File: config.mk
export PLATFORM = sky130hd
export DESIGN_NAME = imem_program_loader
export DESIGN_NICKNAME = d
export VERILOG_FILES = /design/src/rtl/imem_program_loader_pkg.sv /design/src/rtl/imem_byte_packer.sv /design/src/rtl/imem_program_loader.sv
export SDC_FILE = /design/constraint.sdc
export NUM_CORES = 1
export LEC_CHECK = 0
export ABC_CLOCK_PERIOD_IN_PS = 2140
export CAP_MARGIN = 20
export CORE_MARGIN = 2
export CORE_UTILIZATION = 47
export DETAILED_ROUTE_END_ITERATION = 10
export MAX_ROUTING_LAYER = met4
export PLACE_DENSITY = 0.73
export REMOVE_ABC_BUFFERS = 1
export SYNTH_ARGS = -nofsm -noshare
export SYNTH_HDL_FRONTEND = slang
export SYNTH_HIERARCHICAL = 1
export SYNTH_SLANG_ARGS = --single-unit
File: constraint.sdc
create_clock -name clk -period 2.14 [get_ports clk]
set_input_delay 0.321 -clock clk [delete_from_list [all_inputs] [get_ports clk]]
set_output_delay 0.321 -clock clk [all_outputs]
set_load 0.01 [all_outputs]
File: src/rtl/imem_program_loader_pkg.sv
// Shared types and constants for the instruction-memory program loader.
// The checksum helper is the single place where the byte-XOR rule is defined.
package imem_program_loader_pkg;

    localparam int BYTE_W     = 8;
    localparam int INSTR_W    = 16;
    localparam int DEF_ADDR_W = 4;

    typedef enum logic [2:0] {
        ST_IDLE    = 3'd0,
        ST_RECV_LO = 3'd1,
        ST_RECV_HI = 3'd2,
        ST_WRITE   = 3'd3,
        ST_RECV_CK = 3'd4,
        ST_DONE    = 3'd5,
        ST_ERR     = 3'd6
    } state_e;

    function automatic logic [BYTE_W-1:0] chk_accum(input logic [BYTE_W-1:0] chk,
                                                    input logic [BYTE_W-1:0] b);
        return chk ^ b;
    endfunction

endpackage

File: src/rtl/imem_byte_packer.sv
// Assembles little-endian byte pairs into an instruction word and keeps the
// running XOR of every payload byte seen since the last clear.
module imem_byte_packer
    import imem_program_loader_pkg::*;
(
    input  logic               clk,
    input  logic               rst,
    input  logic               clr,
    input  logic               lo_en,
    input  logic               hi_en,
    input  logic [BYTE_W-1:0]  rx_byte,
    output logic [INSTR_W-1:0] word,
    output logic [BYTE_W-1:0]  chk
);

    logic [BYTE_W-1:0] lo_r;
    logic [BYTE_W-1:0] hi_r;
    logic [BYTE_W-1:0] chk_r;

    // Byte latches and running checksum.
    always_ff @(posedge clk or posedge rst) begin
        if (rst) begin
            lo_r  <= {BYTE_W{1'b0}};
            hi_r  <= {BYTE_W{1'b0}};
            chk_r <= {BYTE_W{1'b0}};
        end else if (clr) begin
            lo_r  <= {BYTE_W{1'b0}};
            hi_r  <= {BYTE_W{1'b0}};
            chk_r <= {BYTE_W{1'b0}};
        end else if (lo_en) begin
            lo_r  <= rx_byte;
            chk_r <= chk_accum(chk_r, rx_byte);
        end else if (hi_en) begin
            hi_r  <= rx_byte;
            chk_r <= chk_accum(chk_r, rx_byte);
        end else begin
            chk_r <= chk_r;
        end
    end

    assign word = {hi_r, lo_r};
    assign chk  = chk_r;

endmodule

File: src/rtl/imem_program_loader.sv
// Loads a program byte stream into the instruction store, verifies a trailing
// XOR checksum and holds the CPU off until a load completes cleanly.
module imem_program_loader
    import imem_program_loader_pkg::*;
#(
    parameter int ADDR_W = DEF_ADDR_W,
    parameter int DEPTH  = 16,
    parameter int DATA_W = INSTR_W
) (
    input  logic              clk,
    input  logic              rst,
    input  logic              load_start,
    input  logic [ADDR_W:0]   load_len,
    input  logic [BYTE_W-1:0] rx_data,
    input  logic              rx_valid,
    output logic              rx_ready,
    output logic              mem_we,
    output logic [ADDR_W-1:0] mem_addr,
    output logic [DATA_W-1:0] mem_wdata,
    output logic              cpu_hold,
    output logic              busy,
    output logic              done,
    output logic              err
);

    localparam logic [ADDR_W:0]   DEPTH_L  = (ADDR_W+1)'(DEPTH);
    localparam logic [ADDR_W:0]   CNT_ONE  = (ADDR_W+1)'(1);
    localparam logic [ADDR_W-1:0] ADDR_ONE = ADDR_W'(1);

    state_e state_r;
    state_e state_nxt_s;

    logic [ADDR_W:0]    len_r;
    logic [ADDR_W:0]    cnt_r;
    logic [ADDR_W-1:0]  addr_r;
    logic               rx_ready_r;
    logic               mem_we_r;
    logic               cpu_hold_r;
    logic               busy_r;
    logic               done_r;
    logic               err_r;

    logic               xfer_s;
    logic               last_s;
    logic               len_bad_s;
    logic               ck_ok_s;
    logic               start_ok_s;
    logic               start_bad_s;
    logic               lo_take_s;
    logic               hi_take_s;
    logic               ck_good_s;
    logic               ck_bad_s;
    logic [INSTR_W-1:0] word_s;
    logic [BYTE_W-1:0]  chk_s;

    assign xfer_s    = rx_valid && rx_ready_r;
    assign last_s    = ((cnt_r + CNT_ONE) == len_r);
    assign len_bad_s = (load_len == {(ADDR_W+1){1'b0}}) || (load_len > DEPTH_L);
    assign ck_ok_s   = (chk_accum(chk_s, rx_data) == {BYTE_W{1'b0}});

    imem_byte_packer u_packer (
        .clk     (clk),
        .rst     (rst),
        .clr     (start_ok_s),
        .lo_en   (lo_take_s),
        .hi_en   (hi_take_s),
        .rx_byte (rx_data),
        .word    (word_s),
        .chk     (chk_s)
    );

    // State register.
    always_ff @(posedge clk or posedge rst) begin
        if (rst) begin
            state_r <= ST_IDLE;
        end else begin
            state_r <= state_nxt_s;
        end
    end

    // Next-state decode and per-cycle action strobes.
    always_comb begin
        state_nxt_s = state_r;
        start_ok_s  = 1'b0;
        start_bad_s = 1'b0;
        lo_take_s   = 1'b0;
        hi_take_s   = 1'b0;
        ck_good_s   = 1'b0;
        ck_bad_s    = 1'b0;
        case (state_r)
            ST_IDLE, ST_DONE, ST_ERR: begin
                if (load_start && len_bad_s) begin
                    start_bad_s = 1'b1;
                    state_nxt_s = ST_ERR;
                end else if (load_start) begin
                    start_ok_s  = 1'b1;
                    state_nxt_s = ST_RECV_LO;
                end else begin
                    state_nxt_s = state_r;
                end
            end
            ST_RECV_LO: begin
                if (xfer_s) begin
                    lo_take_s   = 1'b1;
                    state_nxt_s = ST_RECV_HI;
                end else begin
                    state_nxt_s = ST_RECV_LO;
                end
            end
            ST_RECV_HI: begin
                if (xfer_s) begin
                    hi_take_s   = 1'b1;
                    state_nxt_s = ST_WRITE;
                end else begin
                    state_nxt_s = ST_RECV_HI;
                end
            end
            ST_WRITE: begin
                if (last_s) begin
                    state_nxt_s = ST_RECV_CK;
                end else begin
                    state_nxt_s = ST_RECV_LO;
                end
            end
            ST_RECV_CK: begin
                if (xfer_s && ck_ok_s) begin
                    ck_good_s   = 1'b1;
                    state_nxt_s = ST_DONE;
                end else if (xfer_s) begin
                    ck_bad_s    = 1'b1;
                    state_nxt_s = ST_ERR;
                end else begin
                    state_nxt_s = ST_RECV_CK;
                end
            end
            default: begin
                state_nxt_s = ST_IDLE;
            end
        endcase
    end

    // Registered outputs, address and word counter.
    always_ff @(posedge clk or posedge rst) begin
        if (rst) begin
            rx_ready_r <= 1'b0;
            mem_we_r   <= 1'b0;
            cpu_hold_r <= 1'b0;
            busy_r     <= 1'b0;
            done_r     <= 1'b0;
            err_r      <= 1'b0;
            len_r      <= {(ADDR_W+1){1'b0}};
            cnt_r      <= {(ADDR_W+1){1'b0}};
            addr_r     <= {ADDR_W{1'b0}};
        end else begin
            rx_ready_r <= (state_nxt_s == ST_RECV_LO) || (state_nxt_s == ST_RECV_HI) ||
                          (state_nxt_s == ST_RECV_CK);
            mem_we_r   <= (state_nxt_s == ST_WRITE);
            if (start_ok_s) begin
                len_r      <= load_len;
                cnt_r      <= {(ADDR_W+1){1'b0}};
                addr_r     <= {ADDR_W{1'b0}};
                busy_r     <= 1'b1;
                cpu_hold_r <= 1'b1;
                done_r     <= 1'b0;
                err_r      <= 1'b0;
            end else if (start_bad_s || ck_bad_s) begin
                busy_r     <= 1'b0;
                cpu_hold_r <= 1'b1;
                done_r     <= 1'b0;
                err_r      <= 1'b1;
            end else if (ck_good_s) begin
                busy_r     <= 1'b0;
                cpu_hold_r <= 1'b0;
                done_r     <= 1'b1;
                err_r      <= 1'b0;
            end else if (state_r == ST_WRITE) begin
                cnt_r <= cnt_r + CNT_ONE;
                // Final word keeps its address so the top address stays DEPTH-1.
                if (!last_s) begin
                    addr_r <= addr_r + ADDR_ONE;
                end
            end
        end
    end

    assign rx_ready  = rx_ready_r;
    assign mem_we    = mem_we_r;
    assign mem_addr  = addr_r;
    assign mem_wdata = word_s;
    assign cpu_hold  = cpu_hold_r;
    assign busy      = busy_r;
    assign done      = done_r;
    assign err       = err_r;

endmodule

== After elaboration in Yosys (flattened, before gate mapping) ==
Cells that the tools add are included.

* Bits of input ports: 17
* Register bits after elaboration: 47
* Word-level logic and storage cells: 97
* Output and inout port bits: 26
* Memories kept: 0
* Memory bits (writable): 0
* Bits in read-only memories: 0
* Bits in latches: 0

* Reductions and logical operators: 19
* Magnitude comparators: 1
* $add $sub $neg: 2
* Muxes and demuxes: 46
* Divide/modulo/power cells: 0
* Equality and inequality tests: 15
* $mul: 0
* Shift-type cells: 0
* Bitwise operators: 1

{| class="wikitable"
|+ Operators by type and width
! operator !! count
|-
| 2-to-1 mux 8 bit || 8
|-
| 2-to-1 mux 1 bit || 22
|-
| 2-to-1 mux 4 bit || 5
|-
| 2-to-1 mux 5 bit || 4
|-
| case mux 3 bit (5 select lines) || 1
|-
| equality test 3 x 2 -> 1 bit, second input constant || 4
|-
| equality test 3 bit, second input constant || 4
|-
| 2-to-1 mux 3 bit || 3
|-
| logical NOT 8 bit || 1
|-
| bitwise XOR 8 bit || 1
|-
| equality test 3 x 1 -> 1 bit, second input constant || 2
|-
| 2-to-1 mux 2 bit || 3
|-
| != test 2 bit, second input constant || 3
|-
| nonzero test 2 bit || 3
|-
| nonzero test 3 bit || 2
|-
| adder 5 x 1 -> 5 bit, second input constant || 1
|-
| equality test 5 bit || 1
|-
| > comparator 5 bit, second input constant || 1
|-
| logical NOT 5 bit || 1
|-
| adder 4 x 1 -> 4 bit, second input constant || 1
|-
| logical OR 1 bit || 4
|-
| AND reduction 4 bit || 1
|-
| logical AND 1 bit || 3
|-
| logical NOT 3 bit || 1
|-
| 4 further kinds || 4
|}

== Depth between registers and ports, before layout ==
Gate-level depths: netlist of the first run.

* Word-level depth: 8
* Mapped depth: 8
* Mapped depth without buffers: 7

== Cells and area by module ==
The synthesis of the first run kept the hierarchy.

{| class="wikitable"
|+ By module, submodules not included
! module !! cells an instance !! times used !! seq. area each (um^2) !! area each (um^2)
|-
| imem_program_loader || 139 || 1 || 575.6 || 1,431.4
|-
| imem_byte_packer || 97 || 1 || 600.6 || 1,003.5
|}

== Worst setup path before layout of the first run ==
Ideal clock, no wire load.

* Kind: register to register
* Start: register cnt_r[0]
* End: register rx_ready_r, in the netlist rx_ready
* Stages on the path, launching flop included: 7
* Data arrival time: 1.938 ns
* Slack: 0.075 ns
* Data required time: 2.012 ns
* Clock period less this slack: 2.065 ns
* Library setup time: 0.128 ns
* Path buffers: 0
* Path through: dfrtp_1 -> ha_1 -> xor2_1 -> a211oi_2 -> a41oi_4 -> nor4_2 -> mux2_1

* Cells in the longest elaborated chain, start to end: 7
* Elaborated cells between the ends (all ways): 9
* Those cells by class: 1 x add/sub; 4 x eq/ne; 2 x mux; 2 x reduce/logical

{| class="wikitable"
|+ RTL lines
! what !! RTL line !! text
|-
| start, declared || imem_program_loader.sv:34 || <nowiki>logic [ADDR_W:0] cnt_r;</nowiki>
|-
| start signal, assigned || imem_program_loader.sv:152 || <nowiki>cnt_r <= {(ADDR_W+1){1'b0}};</nowiki>
|-
| start signal, assigned || imem_program_loader.sv:160 || <nowiki>cnt_r <= {(ADDR_W+1){1'b0}};</nowiki>
|-
| start signal, assigned || imem_program_loader.sv:177 || <nowiki>cnt_r <= cnt_r + CNT_ONE;</nowiki>
|-
| adder 5 x 1 -> 5 bit (*) || imem_program_loader.sv:57 || <nowiki>assign last_s = ((cnt_r + CNT_ONE) == len_r);</nowiki>
|-
| equality test 5 bit (*) || imem_program_loader.sv:57 ||
|-
| 2-to-1 mux 3 bit (*) || imem_program_loader.sv:119 || <nowiki>if (last_s) begin</nowiki>
|-
| case mux 3 bit (5 select lines) (*) || imem_program_loader.sv:90 || <nowiki>case (state_r)</nowiki>
|-
| equality test 3 x 1 -> 1 bit / equality test 3 x 2 -> 1 bit (equally long branches) || imem_program_loader.sv:155 || <nowiki>rx_ready_r <= (state_nxt_s == ST_RECV_LO) || (state_nxt_s == ST_RECV_HI) ||</nowiki>
|-
| logical OR 1 bit || imem_program_loader.sv:155 ||
|-
| logical OR 1 bit (*) || imem_program_loader.sv:155 ||
|-
| end signal, assigned || imem_program_loader.sv:155 ||
|-
| end, declared || imem_program_loader.sv:36 || <nowiki>logic rx_ready_r;</nowiki>
|}

Mark *: on every way between the ends. The rest lies on a longest branch, timed or not.
A chain may end at the register's enable or synchronous reset.

== Final worst setup path of the first run ==
* Start: register u_packer.chk_r[6], in the netlist u_packer/chk[6]
* End: register rx_ready_r, in the netlist rx_ready

* Cells in the longest elaborated chain, start to end: 8
* Elaborated cells between the ends (all ways): 10
* Those cells by class: 3 x eq/ne; 2 x mux; 1 x bitwise; 4 x reduce/logical

{| class="wikitable"
|+ RTL lines
! what !! RTL line !! text
|-
| start, declared || imem_byte_packer.sv:18 || <nowiki>logic [BYTE_W-1:0] chk_r;</nowiki>
|-
| start signal, assigned || imem_byte_packer.sv:25 || <nowiki>chk_r <= {BYTE_W{1'b0}};</nowiki>
|-
| start signal, assigned || imem_byte_packer.sv:29 || <nowiki>chk_r <= {BYTE_W{1'b0}};</nowiki>
|-
| start signal, assigned || imem_byte_packer.sv:32 || <nowiki>chk_r <= chk_accum(chk_r, rx_byte);</nowiki>
|-
| bitwise XOR 8 bit (*) || imem_program_loader_pkg.sv:21 || <nowiki>return chk ^ b;</nowiki>
|-
| logical NOT 8 bit (*) || imem_program_loader.sv:59 || <nowiki>assign ck_ok_s = (chk_accum(chk_s, rx_data) == {BYTE_W{1'b0}});</nowiki>
|-
| logical AND 1 bit (*) || imem_program_loader.sv:126 || <nowiki>if (xfer_s && ck_ok_s) begin</nowiki>
|-
| 2-to-1 mux 2 bit (*) || imem_program_loader.sv:126 ||
|-
| case mux 3 bit (5 select lines) (*) || imem_program_loader.sv:90 ||
|-
| equality test 3 x 1 -> 1 bit / equality test 3 x 2 -> 1 bit (equally long branches) || imem_program_loader.sv:155 ||
|-
| logical OR 1 bit || imem_program_loader.sv:155 ||
|-
| logical OR 1 bit (*) || imem_program_loader.sv:155 ||
|}

Marks and branches as above.

==> metrics.yaml, run 1 <==
synthesis:
  synthAdderAreaFrac_pct: 1.03
  yosysWarningCount: 6
  synth_ff_type: "dfrtp_1"
  yosysTopAreaCell: "dfrtp_1"
  syn_area_mm2: 0.00243
  synth_cells: 236
  ys_ff_latch: 47
  muxShareOfSynthArea_pct: 6.89
  synthTopCellsByArea: "dfrtp_1 48%, xor2_1 8.3%, nor2_1 4.9%, mux2i_1 4.1%, nand2_1 4.0%"
  synthSimpleGateAreaFrac_pct: 17.9
  syn_avg_cell_area_um2: 10.3
  synth-async-reset-ratio_pct: 100
  synth_top_family_by_area: "simple AND/OR/NAND/NOR gates"
  synth_xor_area_share_pct: 11.4
  ys_types: 45
  yosysSeqAreaShare_pct: 48.3
  synth-compound-area-share_pct: 11.2
  netlist.area_leader.share_pct: 48.3
  synth_edf_count: 0
global_routing:
  grt_overflow: 0
  grt_pass1_wl_um: 9140
  antenna_found_initial: 0
  grtUsageMet1_pct: 26.4
  track_usage_pct: 20.2
  grt_use_met3_pct: 3.55
  use_met2_pct: 32.8
  grt_start_max_net_pins: 26
  grt_pass1_vias: 1932
  grt_busiest_layer: "met2"
critical_path:
  cp-end-kind: "register"
  critPathLaunch: "u_packer/chk[6]"
  worstSetupPathType: "register to register"
  crit_top_cell: "nor4_2"
  crit_chain: "xor2_1 -> nor4_2 -> a21oi_1 -> a221o_2 -> nor4_2 -> mux2_1"
  cpPeakStageDelay_ps: 390
  crit_fanout: 2
  start_kind: "register"
  arrival_ps: 2260
  slowest_stage: "dfrtp_1"
  r2r_slack_ps: 50
  cp.required_ps: 2320
  regToRegStartpoint: "u_packer/chk[6]"
sta:
  fin_worst_skew_ps: 11.6
  min_period_ps: 2090
  setup_violations: 0
  rsz0062_at_grt: "yes"
  hold_viol: 0
  max-slew-margin-rel_pct: 64.5
  tightest_slew_ps: 528
  maxSlewViolCount: 0
  holdWs_ps: 342
  fmax_mhz: 479
  fin_crit_sh_pct: 97.5
cts:
  clk_latency_ps: 300
  cts_tree: "done"
  cts_buffers: 5
  clock_sinks: 47
  htree_levels: 2
  path_clk_slew_ps: 90
  root_buffer: "clkbuf_8"
  cts_max_path_buffers: 2
place:
  gp_congestion: 0.904
  port_buffers: 42
  place_hpwl_um: 3910
  dpl.cell_count: 369
run_status:
  status: "finished clean"
detailed_routing:
  drc: 0
  drt_wl_total_um: 5290
  drt_first_pass_iters: 4
  wl_per_cell_um: 13.8
  first_iter_violations: 96
  vias_per_cell: 4.92
  via_count: 1886
  ant_nets: 0
min_path:
  worstHoldStart: "rx_data[3]"
  hp-class: "primary input to register"
floorplanning:
  fp.coreArea_mm2: 0.00504
  core.rowCount: 26
  fp.dieH_um: 76.0
  ios: 43
  die_w_um: 76.0
  start_util_pct: 48.3
  fp.dieArea_mm2: 0.00577
finish:
  drive_above_1_share_pct: 20.8
  fin_cells: 383
  diodes: 0
  syn2layout_area_growth_pct: 35.6
  nNetsFinal: 332
job:
  drv_cap: 0
pwr:
  peakVddDrop_mv: 0.630
  power_density_mw_per_mm2: 1270
  p_leak_nw: 1.51
-- report_power, final --
part	internal (mW)	total (mW)	leakage, nW	switching (mW)
registers	1.26	1.56	0.610	0.307
logic	1.08	2.01	0.853	0.929
clock network	0.341	0.633	0.0502	0.291
-- cell families after synthesis --
kind of cell / Yosys count
adder cells (fa/ha/maj): 2
AND/OR/NAND/NOR: 85
flip-flops: 47
multiplexers: 16
XOR/XNOR: 30
AO/OA/AOI/OAI: 41
buffers and inverters: 15
-- cells in the final DEF (no fill, tap or decap), types with 2 or more instances in the layout --
cell	Yosys	routed
a21oi_1	10	10
and4_1	2	2
buf_4	1	38
clkbuf_8	0	5
clkdlybuf4s50_1	0	33
dfrtp_1	47	47
dlygate4sd2_1	0	5
dlymetal6s2s_1	0	4
ha_1	2	2
inv_1	4	4
mux2_2	5	5
mux2i_1	10	10
nand2_1	26	26
nand2b_1	3	3
nand3_1	3	3
nand4_1	3	3
nor2_1	32	31
nor2b_1	2	2
nor3b_1	3	3
nor4_2	2	2
nor4_4	2	2
o21ai_0	17	17
o21ai_1	2	2
or2_0	2	2
xnor2_1	5	4
xnor2_2	1	2
xor2_1	23	23
-- synth_stat cells (2+ instances only) --
master / instances
a21oi_1: 10
and4_1: 2
buf_2: 5
buf_6: 2
clkbuf_1: 3
dfrtp_1: 47
ha_1: 2
inv_1: 4
mux2_2: 5
mux2i_1: 10
nand2_1: 26
nand2b_1: 3
nand3_1: 3
nand4_1: 3
nor2_1: 32
nor2b_1: 2
nor3b_1: 3
nor4_2: 2
nor4_4: 2
o21ai_0: 17
o21ai_1: 2
or2_0: 2
xnor2_1: 5
xor2_1: 23
-- routing by layer --
metal / vias up / wire (um)
li1: 951 / -
met1: 902 / 2480
met2: 27 / 2600
met3: 6 / 140
met4: 0 / 60
met5: - / 0
-- path summary, 6_finish.rpt --
path                                    end  cells past startpoint
max in group asynchronous   u_packer/chk[0]                      3
min in group asynchronous            mem_we                      3
setup / recovery                   rx_ready                      6
hold reg to reg                        busy                      1
setup reg to reg                   rx_ready                      6
hold / removal             u_packer/hi_r[3]                      3
-- registers in the layout, indices dropped and copies added (netlist names) --
signal         cells
rx_ready           1
u_packer/chk       8
mem_addr           4
cpu_hold           1
busy               1
err                1
done               1
u_packer/lo_r      8
cnt_r              5
mem_we             1
u_packer/hi_r      8
state_r            3
len_r              5
-- per-stage QoR --
stage	area [um2]	util (%)	power, mW	setup TNS [ps]	worst slack (ps)
6_report	3300	65.5	4.21	0	54.3
5_1_grt	3300	65.5	4.52	-47.9	-47.9
4_1_cts	3260	64.6	4.19	0	25.5
3_5_place_dp	3130	62.1	3.53	-6890	-452
3_3_place_gp	3130	62.1	3.49	-4890	-407
2_1_floorplan	2370	-	2.66	0	7.46
-- worst max-delay path, delay by kind of cell (launching register included) --
family                    cells  cell delay [ps]
AOI/OAI and AO/OA             2              470
muxes                         1              340
and+or+nand+nor               2              610
DFF                           1              390
xor gates and xnor gates      1              160
-- area by class of cell --
type	count	area [um2]
clock buffers	5	68.8
clock inverters	2	37.5
fillers	428	1740
inverters	4	15.0
multi-input cells	174	1190
flip-flops and latches	47	1180
well taps	70	87.6
repair buffers	81	729
-- repair_timing --
item | in CTS | in global routing
gates resized for setup | 5 | 6
pin swaps | 4 | 6
hold buffers | 0 | 0
gates cloned | 0 | 0
endpoints found under the setup margin | 1 | 1
buffers inserted | 4 | 3
No activity file was read; power rests on OpenSTA's default activity.
==> inputs of run 2 (changes only) <==
--- a/config.mk
+++ b/config.mk
@@ -7,6 +7,7 @@
 export LEC_CHECK = 0
 export ABC_CLOCK_PERIOD_IN_PS = 2140
 export CAP_MARGIN = 20
+export CORE_ASPECT_RATIO = 2
 export CORE_MARGIN = 2
 export CORE_UTILIZATION = 47
 export DETAILED_ROUTE_END_ITERATION = 10
==> metrics.yaml, run 2 (synthesized netlist as in run 1, its figures left out) <==
run_status:
  status: "finished clean"
detailed_routing:
  drc: 0
  vias_per_cell: 5.33
  ant_nets: 0
  drt_first_pass_iters: 4
  via_count: 1956
  wl_per_cell_um: 14.3
  first_iter_violations: 50
  drt_wl_total_um: 5260
global_routing:
  track_usage_pct: 20.9
  antenna_found_initial: 0
  grt_pass1_wl_um: 8810
  grt_overflow: 0
  grt_pass1_vias: 1949
  grt_start_max_net_pins: 25
cts:
  root_buffer: "clkbuf_8"
  cts_max_path_buffers: 2
  cts_tree: "done"
  clock_sinks: 47
  htree_levels: 2
  path_clk_slew_ps: 80
  cts_buffers: 5
  clk_latency_ps: 300
  hold_buffers: 0
sta:
  fin_crit_sh_pct: 96.5
  hold_viol: 0
  tightest_slew_ps: 513
  rsz0062_at_grt: "yes"
  fmax_mhz: 484
  holdWs_ps: 338
  max-slew-margin-rel_pct: 65.4
  maxSlewViolCount: 0
  setup_violations: 0
  fin_worst_skew_ps: 6.18
  timing.final.ws_setup_ps: 75.5
  min_period_ps: 2060
pwr:
  power_density_mw_per_mm2: 1290
  power.total_mw: 4.26
  peakVddDrop_mv: 0.848
  p_leak_nw: 1.52
floorplanning:
  ios: 43
  die_w_um: 54.9
  fp.dieArea_mm2: 0.00581
  fp.coreArea_mm2: 0.00505
  fp.dieH_um: 106
  start_util_pct: 48.3
  core.rowCount: 37
critical_path:
  start_kind: "primary input"
  worst_r2r_endpoint: "rx_ready"
  worstSetupPathType: "primary input to register"
  r2r_slack_ps: 80
  r2r_cells: 6
  arrival_ps: 2250
  cp-end-kind: "register"
  critPathLaunch: "load_len[3]"
  cp.required_ps: 2330
  regToRegStartpoint: "cnt_r[1]"
  crit_fanout: 3
finish:
  drive_above_1_share_pct: 20.7
  final_common_cell: "dfrtp_1"
  syn2layout_area_growth_pct: 35.9
  fin_area_mm2: 0.00331
  mostFrequentLayoutCells: "46 x dfrtp_1, 34 x clkdlybuf4s50_1, 34 x buf_4"
  fin_util_pct: 65.6
  nNetsFinal: 328
  diodes: 0
place:
  placed_area_mm2: 0.00311
  gp_congestion: 0.924
  port_buffers: 42
  place_hpwl_um: 3680
  dp_slack_ps: -476
min_path:
  worstHoldStart: "rx_data[4]"
  whs_endpoint: "u_packer/hi_r[4]"
  hp-class: "primary input to register"
  holdPathStages: 3
job:
  drv_cap: 0
==> run 2: cell count changes in the layout (fill, tap and decap cells not counted), sizes merged <==
cell	previous run	this run
clkbuf	5	6
dlymetal6s2s	4	6
dlygate4sd2	5	2
clkdlybuf4s50	33	34
buf	39	35
clkinvlp	1	0
==> run 2: where the power goes <==
part	switching, mW	total [mW]	internal, mW
Clock	0.290	0.632	0.343
Sequential	0.319	1.58	1.26
Combinational	0.941	2.05	1.11
Total	1.55	4.26	2.71
==> run 2: per-stage QoR <==
step	instances	TNS, ps
4_1_cts	364	0
3_3_place_gp	356	-3900
3_5_place_dp	356	-5100
6_report	367	0
5_1_grt	367	-29.1
2_1_floorplan	225	0
==> run 2: layer usage <==
layer  track usage, %  wire, um
met2             30.4      2550
met4             8.19       133
met5                -         0
met3             3.82       214
met1             28.5      2360
==> run 2: area by class of cell <==
class / instances / area (um2)
clock buffer: 6 / 72.6
clock inverter: 1 / 30.0
fill: 436 / 1740
inverter: 4 / 15.0
multi-input combinational: 174 / 1230
sequential: 47 / 1180
tap: 58 / 72.6
timing repair buffer: 77 / 708
==> run 2: worst max-delay path, stage by stage <==
cell             delay [ps]
clkdlybuf4s50_1         460
nor4_4                  230
xnor2_2                 180
o21ai_2                 100
a221o_2                 420
nor4_4                  230
mux2_4                  320
==> run 2: how the worst max path moves through the flow <==
stage	endpoint	slack [ps]	depth (start not counted)
detailed placement	rx_ready	-480	7
global route	rx_ready	-30	6
CTS	rx_ready	4	6
global placement	rx_ready	-410	7
floorplan	cnt_r[4]	7	6
finish	rx_ready	80	7
==> run 2: repair_timing <==
| item | CTS | global route |
|---|---|---|
| buffers inserted | 1 | 3 |
| pin swaps | 4 | 9 |
| resized for setup | 3 | 13 |
| setup endpoints to repair | 1 | 1 |
